==> config.mk <==
export PLATFORM = sky130hd
export DESIGN_NAME = pattern_sequencer_flat
export DESIGN_NICKNAME = d
export VERILOG_FILES = /design/src/rtl/pattern_sequencer_pkg.sv /design/src/rtl/pattern_sequencer_if.sv /design/src/rtl/pattern_sequencer_frame_timer.sv /design/src/rtl/pattern_sequencer.sv /design/src/flat_wrapper.sv
export SDC_FILE = /design/constraint.sdc
export NUM_CORES = 1
export LEC_CHECK = 0
export ABC_AREA = 1
export CAP_MARGIN = 20
export CORE_AREA = 4 4 75 77
export DETAILED_ROUTE_END_ITERATION = 6
export DIE_AREA = 0 0 79 81
export PLACE_DENSITY = 0.81
export SYNTH_ARGS = -nofsm -noshare
export SYNTH_HDL_FRONTEND = slang
export SYNTH_SLANG_ARGS = --single-unit
==> constraint.sdc <==
create_clock -name pclk -period 2.2 [get_ports pclk]
set_clock_uncertainty 0.05 [all_clocks]
set_input_delay 0.22 -clock pclk [delete_from_list [all_inputs] [get_ports pclk]]
set_output_delay 0.22 -clock pclk [all_outputs]
set_load 0.05 [all_outputs]
==> src/rtl/pattern_sequencer_pkg.sv <==
// -----------------------------------------------------------------------------
// pattern_pkg
// Shared types and constants for the test-pattern sequencer: pattern-id width,
// the index of each built-in pattern, the sequencer state encoding and the
// pending-step encoding, plus a wrap-around step helper.
// -----------------------------------------------------------------------------
package pattern_pkg;

   localparam int PATTERN_ID_W = 3;

   typedef logic [PATTERN_ID_W-1:0] pattern_id_t;

   // Pattern indices understood by the pixel generator.
   localparam pattern_id_t COLORBAR = 3'd0;
   localparam pattern_id_t RED      = 3'd1;
   localparam pattern_id_t GREEN    = 3'd2;
   localparam pattern_id_t GRID     = 3'd3;
   localparam pattern_id_t GRID_ALT = 3'd4;

   typedef enum logic [1:0] {
      WAIT_SYNC = 2'd0,
      MANUAL    = 2'd1,
      AUTO      = 2'd2
   } seq_state_t;

   typedef enum logic [1:0] {
      STEP_NONE = 2'd0,
      STEP_NEXT = 2'd1,
      STEP_PREV = 2'd2
   } step_t;

   // Move one pattern forward or back, wrapping between 0 and last.
   function automatic pattern_id_t step_id(pattern_id_t id, step_t dir, pattern_id_t last);
      pattern_id_t result;
      result = id;
      case (dir)
         STEP_NEXT: result = (id == last) ? '0 : id + pattern_id_t'(1);
         STEP_PREV: result = (id == '0) ? last : id - pattern_id_t'(1);
         default:   result = id;
      endcase
      return result;
   endfunction

endpackage

==> src/rtl/pattern_sequencer_if.sv <==
// -----------------------------------------------------------------------------
// pattern_sequencer_if
// Control/status bundle between the front-panel/timing logic (master) and the
// pattern sequencer (slave).
//   frame_start     : one-pclk pulse at the first blanking line of a frame
//   next_req        : debounced pulse, step to next pattern
//   prev_req        : debounced pulse, step to previous pattern
//   mode_req        : debounced pulse, toggle manual/auto
//   hold_frames     : auto-advance period in frames (0 = module default)
//   pattern_id      : active pattern index
//   auto_mode       : high while auto-advancing
//   pattern_changed : one-pclk pulse when pattern_id takes a new value
//   synced          : high once the first frame_start has been seen
// -----------------------------------------------------------------------------
interface pattern_sequencer_if;
   import pattern_pkg::*;

   logic        frame_start;
   logic        next_req;
   logic        prev_req;
   logic        mode_req;
   logic [15:0] hold_frames;
   pattern_id_t pattern_id;
   logic        auto_mode;
   logic        pattern_changed;
   logic        synced;

   modport master (
      output frame_start, next_req, prev_req, mode_req, hold_frames,
      input  pattern_id, auto_mode, pattern_changed, synced
   );

   modport slave (
      input  frame_start, next_req, prev_req, mode_req, hold_frames,
      output pattern_id, auto_mode, pattern_changed, synced
   );

endinterface

==> src/rtl/pattern_sequencer_frame_timer.sv <==
// -----------------------------------------------------------------------------
// frame_timer
// 16-bit frame counter for auto-advance. clear has priority over inc.
// tc is high when one more increment would reach (or pass) hold, so the owner
// advances on that frame_start instead of incrementing; a hold lowered below
// the current count therefore fires on the next frame.
//   pclk  : pixel clock
//   rst_n : asynchronous active-low reset
//   clear : zero the counter
//   inc   : increment the counter
//   hold  : effective hold period in frames (non-zero)
//   tc    : terminal-count flag
// -----------------------------------------------------------------------------
module frame_timer (
   input  logic        pclk,
   input  logic        rst_n,
   input  logic        clear,
   input  logic        inc,
   input  logic [15:0] hold,
   output logic        tc
);

   logic [15:0] count;

   // NOTE: sequential state is written only with non-blocking assignments so
   // every flop samples pre-edge values regardless of process ordering.
   always_ff @(posedge pclk or negedge rst_n) begin
      if (!rst_n)     count <= '0;
      else if (clear) count <= '0;
      else if (inc)   count <= count + 16'd1;
   end

   // 17-bit compare so count+1 cannot wrap at 16'hFFFF.
   assign tc = ({1'b0, count} + 17'd1) >= {1'b0, hold};

endmodule

==> src/rtl/pattern_sequencer.sv <==
// -----------------------------------------------------------------------------
// pattern_sequencer
// Selects the active test pattern. Button requests are queued as pending and
// only applied on a frame_start edge so the picture never changes mid-frame.
// In AUTO the pattern also advances every hold frames.
//   pclk  : pixel clock, all logic on its rising edge
//   rst_n : asynchronous active-low reset, released synchronously internally
//   bus   : slave side of pattern_sequencer_if (requests in, status out)
// -----------------------------------------------------------------------------
module pattern_sequencer
   import pattern_pkg::*;
#(
   parameter int unsigned NUM_PATTERNS = 5,
   parameter logic [15:0] DEFAULT_HOLD = 16'd120
) (
   input  logic              pclk,
   input  logic              rst_n,
   pattern_sequencer_if.slave bus
);

   localparam pattern_id_t LAST_ID = pattern_id_t'(NUM_PATTERNS - 1);

   logic [1:0]  rst_sync;
   logic        rst_sync_n;

   seq_state_t  state, state_next;
   step_t       step_pend, step_pend_next;
   step_t       req_step;
   logic        mode_pend, mode_pend_next;
   pattern_id_t id, id_next;
   logic        changed;

   logic        timer_clear, timer_inc, timer_tc;
   logic [15:0] hold_eff;

   // NOTE: reset asserts asynchronously but releases on a clock edge, so no
   // flop sees rst_n rising close to pclk and leaves reset in a different cycle.
   always_ff @(posedge pclk or negedge rst_n) begin
      if (!rst_n) rst_sync <= 2'b00;
      else        rst_sync <= {rst_sync[0], 1'b1};
   end
   assign rst_sync_n = rst_sync[1];

   assign hold_eff = (bus.hold_frames == 16'd0) ? DEFAULT_HOLD : bus.hold_frames;

   frame_timer u_frame_timer (
      .pclk  (pclk),
      .rst_n (rst_sync_n),
      .clear (timer_clear),
      .inc   (timer_inc),
      .hold  (hold_eff),
      .tc    (timer_tc)
   );

   // Simultaneous next and prev cancel each other and latch nothing.
   always_comb begin
      req_step = STEP_NONE;
      if (bus.next_req && !bus.prev_req)      req_step = STEP_NEXT;
      else if (bus.prev_req && !bus.next_req) req_step = STEP_PREV;
   end

   // NOTE: every output of this block gets a default first, so no path leaves
   // a value unassigned and no latch is inferred.
   always_comb begin
      state_next     = state;
      step_pend_next = step_pend;
      mode_pend_next = mode_pend;
      id_next        = id;
      timer_clear    = 1'b0;
      timer_inc      = 1'b0;

      case (state)
         WAIT_SYNC: begin
            // Pending requests survive the first frame_start and are applied
            // on the one after it.
            if (bus.frame_start) state_next = MANUAL;
         end
         MANUAL, AUTO: begin
            if (bus.frame_start) begin
               if (step_pend != STEP_NONE) begin
                  // A manual step beats auto-advance and restarts the period.
                  id_next     = step_id(id, step_pend, LAST_ID);
                  timer_clear = 1'b1;
               end else if (state == AUTO) begin
                  if (timer_tc) begin
                     id_next     = step_id(id, STEP_NEXT, LAST_ID);
                     timer_clear = 1'b1;
                  end else begin
                     timer_inc = 1'b1;
                  end
               end
               if (mode_pend) begin
                  state_next  = (state == AUTO) ? MANUAL : AUTO;
                  timer_clear = 1'b1;
               end
               step_pend_next = STEP_NONE;
               mode_pend_next = 1'b0;
            end
         end
         default: state_next = WAIT_SYNC;
      endcase

      // Requests are latched after the frame_start consumption above, so one
      // coinciding with frame_start waits for the following frame.
      if (req_step != STEP_NONE) step_pend_next = req_step;
      if (bus.mode_req)          mode_pend_next = !mode_pend_next;
   end

   always_ff @(posedge pclk or negedge rst_sync_n) begin
      if (!rst_sync_n) begin
         state     <= WAIT_SYNC;
         step_pend <= STEP_NONE;
         mode_pend <= 1'b0;
         id        <= COLORBAR;
         changed   <= 1'b0;
      end else begin
         state     <= state_next;
         step_pend <= step_pend_next;
         mode_pend <= mode_pend_next;
         id        <= id_next;
         changed   <= (id_next != id);
      end
   end

   assign bus.pattern_id      = id;
   assign bus.auto_mode       = (state == AUTO);
   assign bus.synced          = (state != WAIT_SYNC);
   assign bus.pattern_changed = changed;

endmodule
==> src/flat_wrapper.sv <==
// flat-port wrapper written by rule: the top's interface ports become plain ports
module pattern_sequencer_flat import pattern_pkg::*;
#(
   parameter int unsigned NUM_PATTERNS = 5,
   parameter logic [15:0] DEFAULT_HOLD = 16'd120
)
  (pclk, rst_n, bus_frame_start, bus_next_req, bus_prev_req, bus_mode_req, bus_hold_frames, bus_pattern_id, bus_auto_mode, bus_pattern_changed, bus_synced);
  pattern_sequencer_if bus_i ();
  input  logic pclk;
  input  logic rst_n;
  input wire logic [$bits(bus_i.frame_start)-1:0] bus_frame_start;
  input wire logic [$bits(bus_i.next_req)-1:0] bus_next_req;
  input wire logic [$bits(bus_i.prev_req)-1:0] bus_prev_req;
  input wire logic [$bits(bus_i.mode_req)-1:0] bus_mode_req;
  input wire logic [$bits(bus_i.hold_frames)-1:0] bus_hold_frames;
  output wire logic [$bits(bus_i.pattern_id)-1:0] bus_pattern_id;
  output wire logic [$bits(bus_i.auto_mode)-1:0] bus_auto_mode;
  output wire logic [$bits(bus_i.pattern_changed)-1:0] bus_pattern_changed;
  output wire logic [$bits(bus_i.synced)-1:0] bus_synced;
  assign bus_i.frame_start = bus_frame_start;
  assign bus_i.next_req = bus_next_req;
  assign bus_i.prev_req = bus_prev_req;
  assign bus_i.mode_req = bus_mode_req;
  assign bus_i.hold_frames = bus_hold_frames;
  assign bus_pattern_id = bus_i.pattern_id;
  assign bus_auto_mode = bus_i.auto_mode;
  assign bus_pattern_changed = bus_i.pattern_changed;
  assign bus_synced = bus_i.synced;
  pattern_sequencer #(.NUM_PATTERNS(NUM_PATTERNS), .DEFAULT_HOLD(DEFAULT_HOLD)) u_core (.pclk(pclk), .rst_n(rst_n), .bus(bus_i));
endmodule
# == Word-level counts from Yosys, hierarchy flattened ==
# Index checks and enable logic that the tools add are counted.
# totals
rom_bits,0
ram_bits,0
reg_bits,27
mem_count,0
latchBits,0
elab_cells,73
out_inout_bits,6
# classes
n_lt_le_gt_ge,1
n_bitwise,0
n_eq_ne,9
div,0
n_reduce_logical,17
mux,35
multipliers,0
shift,0
addsub,4
# op_table
cell,count
16-bit two-way mux,3
3-bit two-way mux,7
2-bit two-way mux,9
16-bit by 1-bit adder with 17-bit output (second input constant),1
17-bit by 16-bit greater-or-equal comparator with 1-bit output,1
16-bit by 1-bit adder with 16-bit output (second input constant),1
16-bit zero test,1
1-bit two-way mux,14
2-bit nonzero test,6
3-bit case mux with 2 select lines,1
2-bit by 1-bit equality test with 1-bit output (second input constant),2
2-bit equality test (second input constant),2
2-bit != test (second input constant),2
2-bit case mux with 2 select lines,1
3-bit by 1-bit adder with 3-bit output (second input constant),1
3-bit equality test (second input constant),1
1-bit zero test,3
3-bit zero test,1
3-bit != test,1
3-bit AND reduction,1
3-bit by 1-bit subtractor with 3-bit output (second input constant),1
1-bit logical AND,2
2-bit zero test,1
2-bit by 1-bit != test with 1-bit output (second input constant),1
2 further kinds,2

# == Longest topological paths before layout ==
# Gate-level depths: netlist of run 1.
# logic_depth
depth_word,10
ltp_mapped,22

# == By module ==
# A second synthesis of run 1 with hierarchy kept.
# hier_totals
hier_cells,356
area_unflattened_um2,2458.6
# modules_own_cells
mod,seq_area_each_um2,n_inst,cells_each,area_each_um2
frame_timer,400.4,1,208,1457.6
pattern_sequencer,275.3,1,148,1001.0

# == Worst setup path before layout of run 1 ==
# Ideal clock, no wire load.
# synth_path
kind,reg2reg
from,register u_core.u_frame_timer.count[2]
to,register u_core.u_frame_timer.count[13]
period_less_slack_ps,2804
t_arrival_ps,2641
required_ps,2037
setup_time_ps,113
path_buffers,1
slack_ps,-604
path_stages_with_launch,20
cell_sequence,dfrtp_1 > nand4_1 > nor2_1 > nand2_1 > nor3_2 > nand2_1 > xnor2_1 > ha_1 > nand2_1 > nor2_1 > nand2_1 > o21ai_0 > nand2_1 > nand3_4 > inv_2 > nand2_2 > buf_6 > mux2_4 > nand2_1 > inv_1
# synth_via
elab_chain_cells,9
word_cells_on_any_way,17
# synth_rtl
element,line,text
"start, declared",pattern_sequencer_frame_timer.sv:23,logic [15:0] count;
"start signal, assigned",pattern_sequencer_frame_timer.sv:30,else if (inc) count <= count + 16'd1;
16-bit by 1-bit adder with 17-bit output,pattern_sequencer_frame_timer.sv:34,"assign tc = ({1'b0, count} + 17'd1) >= {1'b0, hold};"
17-bit by 16-bit greater-or-equal comparator with 1-bit output,pattern_sequencer_frame_timer.sv:34,
1-bit two-way mux,pattern_sequencer.sv:85,if (timer_tc) begin
1-bit two-way mux,pattern_sequencer.sv:84,end else if (state == AUTO) begin
1-bit two-way mux,pattern_sequencer.sv:80,if (step_pend != STEP_NONE) begin
1-bit two-way mux,pattern_sequencer.sv:92,if (mode_pend) begin
1-bit two-way mux,pattern_sequencer.sv:79,if (bus.frame_start) begin
1-bit two-way mux,pattern_sequencer.sv:72,case (state)
16-bit two-way mux or 2-bit nonzero test (tied branches),--,
# Several ways; a longest one is shown, not always the timed one. The select of a mux whose other input is x is not followed.
# A chain may end at the register's enable or synchronous reset.

# == Final worst setup path of run 1 ==
# layout_path
from,register u_core.u_frame_timer.count[0]
to,register u_core.u_frame_timer.count[6]
# Same word-level chain as after synthesis.

==> results of run 1 <==
-- layout make-up --
cell class,instances,area (µm²)
timing repair buffer,97,826
sequential,27,676
inverter,61,229
fill,377,1470
clock inverter,1,5.00
clock buffer,3,41.3
multi-input combinational,227,1680
tap,70,87.6
-- cell families after synthesis --
logic type	synth area share [%]
simple gates	24.5
buf+inv	11.3
compound gates	8.12
fa+ha+maj	15.5
flops	27.9
xor+xnor	5.79
mux	6.67
other cells	0.155
-- metrics by stage --
| stage | util [%] | cells | area, µm² |
|---|---|---|---|
| after floorplan | - | 320 | 2430 |
| after global placement | 64.3 | 473 | 3220 |
| after detailed placement | 64.3 | 473 | 3220 |
| after CTS | 68.1 | 483 | 3410 |
| after global routing | 70.7 | 486 | 3540 |
| final | 70.7 | 486 | 3540 |
-- layer usage --
| layer | global-route usage (%) | vias to the layer above | part of all wire [%] |
|---|---|---|---|
| li1 | - | 1207 | - |
| met1 | 21.1 | 1072 | 42 |
| met2 | 36.7 | 56 | 52 |
| met3 | 1.88 | 18 | 3.4 |
| met4 | 8.59 | 0 | 2.9 |
| met5 | 0 | - | 0 |
-- power by group through the flow --
stage | logic (µW) | registers, µW | clock network (µW)
3_5_place_dp | 1490 | 681 | 0
4_1_cts | 1550 | 672 | 281
6_report | 1680 | 674 | 279
5_1_grt | 1870 | 687 | 308
3_3_place_gp | 1440 | 677 | 0
2_1_floorplan | 836 | 811 | 0
-- final timing paths --
| check | endpoint | depth (start not counted) | slack, ps |
|---|---|---|---|
| min in group pclk | u_core.rst_sync[1] | 0 | 310 |
| worst max register to register | u_core.u_frame_timer.count[6] | 21 | -780 |
| worst max-delay path | u_core.u_frame_timer.count[6] | 21 | -780 |
| worst min register to register | u_core.u_frame_timer.count[13] | 1 | 190 |
| worst min-delay path | u_core.rst_sync[1] | 1 | 40 |
| max in group asynchronous | u_core.bus.pattern_changed | 1 | 1660 |
-- state kept, by name (all words and copies together), names as in the netlist --
signal,cells
u_core.u_frame_timer.count,16
u_core.state,2
u_core.bus.pattern_id,3
u_core.mode_pend,1
u_core.bus.pattern_changed,1
u_core.rst_sync,2
u_core.step_pend,2
-- cells in the final DEF (no fill, tap or decap), types with 2 or more instances in the layout --
cell,Yosys,layout
nor2_1,25,17
inv_2,2,5
o21ai_0,15,9
ha_1,30,29
buf_12,0,2
a21o_1,2,2
o21ai_1,1,6
nand3_1,22,15
clkdlybuf4s50_1,0,26
nand4_1,5,5
nand2_1,71,55
xnor2_1,9,5
buf_4,1,67
a21oi_1,11,10
xnor2_2,0,4
nand2_4,0,4
o211ai_1,2,2
nor4_1,2,2
mux2_4,10,11
dfrtp_1,27,27
nand3_2,0,5
nand2_2,5,17
nand3_4,1,3
nor2_2,1,8
buf_6,3,2
inv_1,59,56
xor2_1,7,6
clkbuf_8,0,3
-- critical path, delay by kind of cell (launching register included) --
kind	cells	cell delay, ps
and+or+nand+nor	11	1000
muxes	1	300
DFF	1	390
adders and majority gates	2	450
buffers and inverters	6	540
xor gates and xnor gates	1	150
-- timing repair --
action	4_1_cts	5_1_grt
gates resized for setup	27	30
pin swaps	7	20
buffers inserted	6	3
setup endpoints to repair	20	20
cloned	0	0
==> flow_summary.ini, run 1 <==
[critical_path]
critPathArrivalTime_ps = 3100
endpoint_kind = flip-flop
critical_path_required_ps = 2320
cp-start-kind = flip-flop
path_class = reg2reg
r2r-start = u_core.u_frame_timer.count[0]
startpoint = u_core.u_frame_timer.count[0]
slowest_delay_ps = 390
slowest_stage = dfrtp_1
crit_chain = buf_4 > ha_4 > nand3_2 > inv_2 > nand2_4 > inv_2 > nand3_2 > xnor2_2 > ha_1 > nand2_1 > nor2_2 > nand2_1 > nor2_2 > nand2_2 > nand3_4 > inv_2 > nand2_4 > buf_12 > mux2_4 > nand2_2 > inv_1
crit_top_cell = inv_2
cp_max_fo = 10

[power]
switching_share_pct = 46.3
p_leak_uw = 0.00204
seq_power_share_pct = 25.6
clkPwrFrac_pct = 10.6
combPwrFrac_pct = 63.8
peakVddDrop_uv = 816
p_per_area_mw_per_mm2 = 744
p_sw_uw = 1220
p_total_uw = 2640
p_int_uw = 1420

[route]
vias = 2353
ant_nets = 0
wl_per_cell_um = 12.2
drc_errors = 0
via_per_inst = 4.84
first_pass_iters = 4
drt_iter0_drc = 65
drt-total-wl_um = 5930

[place]
dp_slack_ps = -819
portBuffers = 27
dp_hpwl_um = 4440
gp_congestion = 0.886

[floorplanning]
initial_core_util_pct = 48.3
die_y_um = 81
coreArea_mm2 = 0.00501
row_count = 26
io_pins = 28
die_w_um = 79
die_area_mm2 = 0.00640

[clocking]
ctsHoldBuffers = 0
clk_path_buf_depth = 2
root_buffer = clkbuf_8
insertion_delay_ps = 270
htree_levels = 1
cts_sinks = 27
cts_tree = yes
cts-buffers-inserted = 3
path_clk_slew_ps = 100

[timing]
min_period_ps = 2980
max_freq_ghz = 0.336
whs_ps = 42.1
setup_tns_ps = -14000
finalHoldViolations = 0
relSlewSlack_pct = 66.8
drv_slew = 0
fin_ws_ps = -777
finalCritPeriodShare_pct = 135
rsz0062_at_grt = yes
worstMarginPinSlew_ps = 496
setup_viol = 20

[global_route]
grt_util_all_layers_pct = 19.1
grt_max_degree = 26
grt_overflow = 0
grt_antenna_before_repair = 0
grt_pass1_vias = 2437
grt_pass1_wl_um = 9920

[final_layout]
area_growth_pct = 46.4
num_antenna_cells = 0
finalNetCount = 469
drive_above_1_share_pct = 33.7

[synth]
syn-num-nets = 372
synth-seq-area-share_pct = 27.9
syn_avg_cell_area_um2 = 7.56
yosysWarnings = 0
synth.area.top_cells = dfrtp_1 (28%), ha_1 (16%), nand2_1 (11%)
synth_edf_count = 0
synth_area_mm2 = 0.00242
yosys_register_bits = 27
async_flop_share_pct = 100
synth.most_common_cell = nand2_1
yosysTopAreaCellShare_pct = 27.9
ys_types = 31
yosysTopAreaCell = dfrtp_1
syn_inst = 320
ys.flop_type = dfrtp_1
synth_commonest_cells = nand2_1 (71), inv_1 (59), ha_1 (30)

[hold_path]
hp-class = in2async

[flow_run]
cap_violations = 0

[run_status]
status = complete, but fails checks
violations = negative setup slack
Note: power is estimated with default switching activity, not from simulation.
==> run 2, diff against run 1 <==
--- a/config.mk
+++ b/config.mk
@@ -7,10 +7,11 @@
 export LEC_CHECK = 0
 export ABC_AREA = 1
 export CAP_MARGIN = 20
-export CORE_AREA = 4 4 75 77
+export CORE_AREA = 4 4 71 73
 export DETAILED_ROUTE_END_ITERATION = 6
-export DIE_AREA = 0 0 79 81
-export PLACE_DENSITY = 0.81
+export DIE_AREA = 0 0 75 77
+export PLACE_DENSITY = 0.88
+export SKIP_LAST_GASP = 1
 export SYNTH_ARGS = -nofsm -noshare
 export SYNTH_HDL_FRONTEND = slang
 export SYNTH_SLANG_ARGS = --single-unit
==> run 2 against run 1 <==
Net effect: the flow still finishes with violations (negative setup slack); flip-flop and latch count unchanged; non-clock buffer count increased by 3; register-to-register slack got worse by 270 ps; fmax decreased by 8.2%; setup slack got worse by 270 ps; cell count decreased by 3.1%; cell area increased by 0.64%; first-iteration DRC count increased to 2.6 times the previous value; sequential share of layout area decreased by 0.085 points; core utilization increased by 11 points; highest routed layer unchanged.
==> flow_summary.ini, run 2 (synthesis results as in run 1) <==
[run_status]
status = complete, but fails checks
violations = negative setup slack

[global_route]
grt_pass1_vias = 2563
grt_util_all_layers_pct = 22.9
grt_antenna_before_repair = 0
grt_overflow = 0
grt_pass1_wl_um = 10500
grt_max_degree = 26

[flow_run]
cap_violations = 0

[floorplanning]
io_pins = 28
die_w_um = 75
die_y_um = 77
initial_core_util_pct = 55.6
die_area_mm2 = 0.00578
coreArea_mm2 = 0.00435
row_count = 24

[timing]
setup_viol = 20
min_period_ps = 3240
setup_tns_ps = -19550
max_freq_ghz = 0.308
finalCritPeriodShare_pct = 147
worstMarginPinSlew_ps = 503
relSlewSlack_pct = 66.4
whs_ps = 21.3
rsz0062_at_grt = yes
fin_ws_ps = -1040
finalHoldViolations = 0
drv_slew = 0

[route]
ant_nets = 0
first_pass_iters = 5
wl_met3_um = 578
via_per_inst = 5.78
wl_per_cell_um = 16.9
drc_errors = 0
drt_iter0_drc = 170
wl_met1_um = 2970
wl_met2_um = 3880
top_layer = met4
drt-total-wl_um = 7970
vias = 2721

[final_layout]
most-common-layout-cells = buf_4 (66), inv_1 (49), nand2_1 (49)
seq_area_um2 = 677
final_area_mm2 = 0.00356
num_antenna_cells = 0
utilization_pct = 81.9
finalNetCount = 472
top_register = u_core.u_frame_timer.count
largest_reg_flops = 16
multi_input_area_mm2 = 0.00170
fin_cells = 471
fill_cells = 235
area_growth_pct = 47.3
final_common_cell = buf_4
drive_above_1_share_pct = 37.9

[critical_path]
critPathArrivalTime_ps = 3390
cp_max_fo = 6
slowest_delay_ps = 400
cp-start-kind = flip-flop
crit_chain = nand4_1 > nor2_2 > nand2_2 > nor3_4 > nand2_2 > nor2_2 > xor2_1 > ha_1 > inv_2 > o21ai_2 > nor2_2 > nand3_4 > nand2_4 > nand2_4 > o21ai_4 > nand2_2 > nand3_1 > o21ai_1
path_class = reg2reg
endpoint_kind = flip-flop
slowest_stage = dfrtp_1
critical_path_required_ps = 2350

[clocking]
insertion_delay_ps = 300
ctsHoldBuffers = 0
htree_levels = 1
clk_path_buf_depth = 2
root_buffer = clkbuf_8
cts-buffers-inserted = 3
path_clk_slew_ps = 100
cts_sinks = 27
cts_tree = yes

[power]
p_leak_uw = 0.00205
peakVddDrop_uv = 851
p_per_area_mw_per_mm2 = 774

[place]
dp_hpwl_um = 4670
portBuffers = 27
placed_cells = 453
gp_congestion = 0.913
postPlaceCellArea_mm2 = 0.00316

[hold_path]
hp-class = in2async
## run 2: changes by cell type in the layout (fill, tap and decap cells not counted), moves of 2 or more
cell	before	now
buf_12	2	0
buf_6	2	8
inv_1	56	49
inv_2	5	12
nand2_1	55	49
nand2_2	17	22
nand3_4	3	1
o21ai_0	9	11
o21ai_1	6	3
## run 2: worst paths after layout
path / cells past startpoint / slack, ps / startpoint / endpoint
worst max-delay path: 18 / -1040 / u_core.u_frame_timer.count[1] / u_core.u_frame_timer.count[0]
worst min register to register: 1 / 190 / u_core.rst_sync[1] / u_core.u_frame_timer.count[10]
worst min-delay path: 1 / 20 / rst_n / u_core.rst_sync[0]
max in group asynchronous: 1 / 1630 / u_core.rst_sync[1] / u_core.u_frame_timer.count[0]
worst max register to register: 18 / -1040 / u_core.u_frame_timer.count[1] / u_core.u_frame_timer.count[0]
min in group pclk: 0 / 300 / u_core.rst_sync[0] / u_core.rst_sync[1]
## run 2: final cells by class
type / instances / area share, %
inverter: 61 / 6.42
clock buffer: 4 / 1.26
sequential: 27 / 19.0
multi-input combinational: 227 / 47.7
tap: 52 / 1.83
timing repair buffer: 100 / 23.8
## run 2: metrics by stage
| step | worst slack [ps] | power, µW |
|---|---|---|
| floorplan | -550 | 1650 |
| global placement | -819 | 2100 |
| detailed placement | -919 | 2160 |
| CTS | -762 | 2510 |
| global route | -1160 | 2920 |
| finish | -1040 | 2760 |
## run 2: routing by layer
metal  track usage [%]  vias to the layer above
met5                 0                        -
met4              10.9                        0
met3              3.92                       58
met2              40.2                      185
met1              26.0                     1268
li1                  -                     1210
## run 2: timing repair
| action | in CTS | in global routing |
|---|---|---|
| endpoints found under the setup margin | 20 | 21 |
| hold endpoints to repair | 0 | 0 |
| gates cloned | 0 | 0 |
| pin swaps | 5 | 35 |
| buffers inserted | 4 | 10 |
| gates resized for setup | 24 | 54 |
## run 2: worst max-delay path: cells and delay by family, from the launching register on
family / cells / cell delay [ps]
flops: 1 / 400
xor+xnor: 1 / 240
buf+inv: 1 / 90
fa+ha+maj: 1 / 300
compound gates: 3 / 420
simple gates: 12 / 1600
## run 2: power breakdown
group	switching [µW]	total (µW)	internal, µW
logic	1040	1760	719
registers	93.5	689	595
clock network	183	314	131
total	1310	2760	1450
